**src/rtl/fetch_buffer.sv**
```systemverilog
// fetch_buffer: in-order {pc, inst} queue between fetch and decode, flushed on redirect.
// Ports:
//   clk_i, rst_ni            clock, asynchronous active-low reset
//   flush_i                  redirect flush, discards all entries
//   enq_valid_i/enq_ready_o  fetch handshake carrying enq_pc_i/enq_inst_i
//   deq_valid_o/deq_ready_i  decode handshake carrying deq_pc_o/deq_inst_o (NOP when invalid)
//   count_o                  registered occupancy, 0..DEPTH
// Optional: define FETCH_BUF_BYPASS_EN for a zero-latency enq-to-deq path when empty.
module fetch_buffer #(
  parameter int DEPTH = 8,
  localparam int PTR_W = $clog2(DEPTH)
) (
  input  logic             clk_i,
  input  logic             rst_ni,
  input  logic             flush_i,
  input  logic             enq_valid_i,
  output logic             enq_ready_o,
  input  logic [31:0]      enq_pc_i,
  input  logic [31:0]      enq_inst_i,
  output logic             deq_valid_o,
  input  logic             deq_ready_i,
  output logic [31:0]      deq_pc_o,
  output logic [31:0]      deq_inst_o,
  output logic [PTR_W:0]   count_o
);
  logic [63:0]    mem_q [DEPTH];
  logic [PTR_W:0] rd_ptr_q, rd_ptr_d, wr_ptr_q, wr_ptr_d, count_q, count_d;
  logic           empty, full, bypass, enq_fire, deq_fire;
  logic [63:0]    head;

  assign empty = rd_ptr_q == wr_ptr_q;
  assign full  = (rd_ptr_q[PTR_W-1:0] == wr_ptr_q[PTR_W-1:0]) && (rd_ptr_q[PTR_W] != wr_ptr_q[PTR_W]);
  assign enq_ready_o = !full && !flush_i;
`ifdef FETCH_BUF_BYPASS_EN
  assign bypass = empty && !flush_i && enq_valid_i;
`else
  assign bypass = 1'b0;
`endif
  assign deq_valid_o = (!empty && !flush_i) || bypass;
  // a bypassed instruction consumed in the same cycle is never written
  assign enq_fire = enq_valid_i && enq_ready_o && !(bypass && deq_ready_i);
  // bypass implies empty, so storage is only popped when it holds the head
  assign deq_fire = deq_valid_o && deq_ready_i && !bypass;
  assign head = mem_q[rd_ptr_q[PTR_W-1:0]];
  assign deq_pc_o   = !deq_valid_o ? 32'h0        : bypass ? enq_pc_i   : head[63:32];
  assign deq_inst_o = !deq_valid_o ? 32'h00000013 : bypass ? enq_inst_i : head[31:0];
  assign count_o = count_q;

  always_comb begin
    rd_ptr_d = flush_i ? '0 : rd_ptr_q + (PTR_W+1)'(deq_fire);
    wr_ptr_d = flush_i ? '0 : wr_ptr_q + (PTR_W+1)'(enq_fire);
    count_d  = wr_ptr_d - rd_ptr_d;
  end

  always_ff @(posedge clk_i or negedge rst_ni) begin
    if (!rst_ni) begin
      rd_ptr_q <= '0;
      wr_ptr_q <= '0;
      count_q  <= '0;
    end else begin
      rd_ptr_q <= rd_ptr_d;
      wr_ptr_q <= wr_ptr_d;
      count_q  <= count_d;
    end
  end

  always_ff @(posedge clk_i) begin
    if (enq_fire) mem_q[wr_ptr_q[PTR_W-1:0]] <= {enq_pc_i, enq_inst_i};
  end
endmodule

```
**config.mk**
```make
export PLATFORM = sky130hd
export DESIGN_NAME = fetch_buffer
export DESIGN_NICKNAME = d
export VERILOG_FILES = /design/src/rtl/fetch_buffer.sv
export SDC_FILE = /design/constraint.sdc
export NUM_CORES = 1
export LEC_CHECK = 0
export ABC_CLOCK_PERIOD_IN_PS = 10740
export CAP_MARGIN = 0
export CELL_PAD_IN_SITES_DETAIL_PLACEMENT = 2
export CELL_PAD_IN_SITES_GLOBAL_PLACEMENT = 2
export CORE_MARGIN = 3
export CORE_UTILIZATION = 50
export CTS_CLUSTER_DIAMETER = 120
export CTS_CLUSTER_SIZE = 20
export DETAILED_ROUTE_END_ITERATION = 7
export PLACE_DENSITY_LB_ADDON = 0.1
export RECOVER_POWER = 100
export SYNTH_ARGS = -nofsm -noshare
export SYNTH_HDL_FRONTEND = slang
export SYNTH_SLANG_ARGS = --single-unit
```
**constraint.sdc**
```tcl
create_clock -name clk_i -period 10.74 [get_ports clk_i]
set_clock_uncertainty 0.15 [all_clocks]
set_input_delay 2.148 -clock clk_i [delete_from_list [all_inputs] [get_ports clk_i]]
set_output_delay 2.148 -clock clk_i [all_outputs]
set_load 0.005 [all_outputs]
```
==> results.tsv <==
stage	metric	value	unit
placed_design	placed_cells	1516	
finish	layout-area-overhead-vs-synth	12.7	%
clock_tree	cts_setup_buffers	0	
run_status	run_status	finished, violations left	
worst_setup_path	worst-setup-path-type	primary input to flop	
drt	detail_route.first_pass.iterations	6	
min_path	hold_path_class	flop to flop	
synthesis	postSynth.asyncResetShare	0.0229	
synthesis	synthTopCellsByCount	sky130_fd_sc_hd__edfxtp_1, sky130_fd_sc_hd__mux4_2, sky130_fd_sc_hd__nor2_1	
synthesis	yosys-top-cells-area	sky130_fd_sc_hd__edfxtp_1, sky130_fd_sc_hd__mux4_2, sky130_fd_sc_hd__mux2i_1	
timing	final_period_minus_worst_setup_slack	8.14	ns
timing	fmaxAchievable	0.123	GHz
clock_tree	ctsRootBufferMaster	sky130_fd_sc_hd__clkbuf_16	
synthesis	synth.top_cell.area_share	0.758	
worst_setup_path	critical-path-slowest-cell	sky130_fd_sc_hd__nor2_1	
timing	fin_crit_sh	0.758	
synthesis	post_syn_instances	884	
worst_setup_path	timing.critical_path.cells	dlygate4sd3_1, nand2b_1, or3b_1, nor2_1, clkbuf_1	
floorplanning	start_util	0.508	
grt	first_global_vias	10800	
grt	grt_ovf	0	
pwr	ir_worst_vdd	178	uV
drt	drt_wl_total	52500	um
placed_design	gp_congestion	0.707	
pwr	leakagePower	0.00707	uW
synthesis	synth_most_common_cell	sky130_fd_sc_hd__edfxtp_1	
finish	total_non_filler_cell_area_in_the_finished_layout	0.0229	mm2
synthesis	synthDominantAreaCellType	sky130_fd_sc_hd__edfxtp_1	
clock_tree	ctsLongestPathBuffers	3	
grt	grt_use_total	0.246	
finish	nets	1100	
placed_design	port_buffers	138	
floorplanning	die_w	207	um
drt	first_iter_violations	866	
grt	antenna_found_initial	15	
timing	worstMarginPinSlew	4.51	ns
drt	route.detailed.drc	0	
timing	max-slew-margin-rel	-2.01	
floorplanning	die-area	0.0430	mm2
clock_tree	cts.sinks	524	
worst_setup_path	critical_path.endpoint_type	flop	
pwr	power_density	160	mW/mm2
synthesis	syn-num-nets	961	
run_status	failed_checks	capacitance limit, slew limit	
drt	via_per_inst	6.01	
grt	grt_max_degree	97	
finish	stdcell_count	1566	
synthesis	synth_edf_count	512	
worst_setup_path	timing.critical_path.fanout_max	35	
placed_design	postPlaceCellArea	0.0221	mm2
timing	hold_slack	0.530	ns
worst_setup_path	largest_stage_delay_worst_path	2.49	ns
synthesis	synthesis.area	0.0203	mm2
floorplanning	floorplan.rows	73	
clock_tree	clk_pin_slew_worst_paths	0.08	ns
timing	slew_violations	478	
synthesis	synth-warning-count	0	
finish	drive_above_1_share	0.165	
clock_tree	cts-resized-gates	0	
worst_setup_path	worstSetupStartpointType	primary input	
synthesis	post_synth_num_cell_types	31	
drt	post_detailed_route_wirelength_per_cell	33.5	um
worst_setup_path	critPathRequiredTime	10.74	ns
synthesis	number_of_synthesized_register_bits	524	
clock_tree	cts_htree_levels	1	
clock_tree	clock_latency_at_the_later_pin_of_the_worst_skew_pair	0.58	ns
drt	number_of_vias_in_the_routed_layout	9404	
timing	finalHoldViolations	0	
clock_tree	tritoncts	yes	
synthesis	synth_area_per_cell	22.9	um2
placed_design	detailedPlacementHpwl	30000	um
drt	antenna_violation_net_count_after_detailed_routing	0	
floorplanning	ios	139	
timing	final-setup-viol-count	0	
clock_tree	cts_bufs_inserted	30	
worst_setup_path	arrival	8.14	ns
timing	finalSetupTns	0	ns
floorplanning	dieHeight	207	um
synthesis	synth-seq-area-share	0.773	
grt	grt_first_pass_wirelength	78000	um
job	maxCapViolCount	14	
timing	grt_setup_unrepaired	no	
floorplanning	coreArea	0.0399	mm2
clock_tree	postCtsHoldBufs	0	
synthesis	yosys_most_used_dff	sky130_fd_sc_hd__edfxtp_1	
power breakdown:
| group | switching (uW) | internal (uW) | total, uW |
|---|---|---|---|
| clock network | 654 | 531 | 1190 |
| registers | 14.0 | 2270 | 2280 |
| logic | 105 | 77.7 | 182 |
cell families after synthesis:
group | synth area share
xor gates and xnor gates | 0.00506
muxes | 0.174
AOI/OAI and AO/OA | 0.000987
adders and majority gates | 0.00531
DFF | 0.773
and+or+nand+nor | 0.0204
buffers and inverters | 0.0212
final cells by class:
class,count,area (um2)
Antenna cell,6,15.0
Clock buffer,43,821
Clock inverter,1,16.3
Fill cell,3185,17100
Inverter,8,30.0
Multi-Input combinational cell,306,4160
Sequential cell,524,15700
Tap cell,525,657
Timing Repair Buffer,153,1470
placed cells by master, fill, tap and decap left out, types with 5 or more instances in the layout:
cell | Yosys | final
sky130_fd_sc_hd__buf_4 | 1 | 5
sky130_fd_sc_hd__clkbuf_1 | 4 | 21
sky130_fd_sc_hd__clkbuf_16 | 0 | 31
sky130_fd_sc_hd__dfrtp_1 | 12 | 9
sky130_fd_sc_hd__diode_2 | 0 | 6
sky130_fd_sc_hd__dlygate4sd3_1 | 0 | 134
sky130_fd_sc_hd__edfxtp_1 | 512 | 512
sky130_fd_sc_hd__ha_1 | 7 | 7
sky130_fd_sc_hd__inv_1 | 7 | 8
sky130_fd_sc_hd__mux2i_1 | 64 | 64
sky130_fd_sc_hd__mux4_2 | 128 | 128
sky130_fd_sc_hd__nand2b_1 | 6 | 6
sky130_fd_sc_hd__nor2_1 | 72 | 71
sky130_fd_sc_hd__xor2_1 | 6 | 6
layer usage:
| layer | share of wire | GRT usage |
|---|---|---|
| met5 | 0.0011 | 0 |
| met4 | 0.027 | 0.0630 |
| met3 | 0.055 | 0.0437 |
| met2 | 0.51 | 0.419 |
| met1 | 0.41 | 0.335 |
worst max-delay path: cells and delay by family:
family,cells,cell delay (ns)
and+or+nand+nor,3,3.22
buffers and inverters,2,2.72
worst paths after layout:
kind	slack, ns	to	from	cells after the start
worst max-delay path	2.60	mem_q[7][24]	flush_i	5
worst min-delay path	0.53	wr_ptr_q[3]	wr_ptr_q[3]	2
worst max register to register	3.66	mem_q[7][24]	rd_ptr_q[1]	5
worst min register to register	0.53	wr_ptr_q[3]	wr_ptr_q[3]	2
max in group asynchronous	8.14	rd_ptr_q[2]	rst_ni	1
min in group asynchronous	1.84	count_o[1]	rst_ni	1
through the flow:
step,setup WS [ns],total power (uW),utilization
3_5_place_dp,3.96,2520,0.554
6_report,2.60,3650,0.573
4_1_cts,3.94,3690,0.575
3_3_place_gp,4.13,2500,0.554
5_1_grt,2.09,3760,0.572
2_1_floorplan,4.70,2400,-
flip-flops by register name (all words and copies together), names as in the netlist:
signal,cells
rd_ptr_q,4
mem_q,512
count_o,4
wr_ptr_q,4
Note: power is estimated with default switching activity, not from simulation.
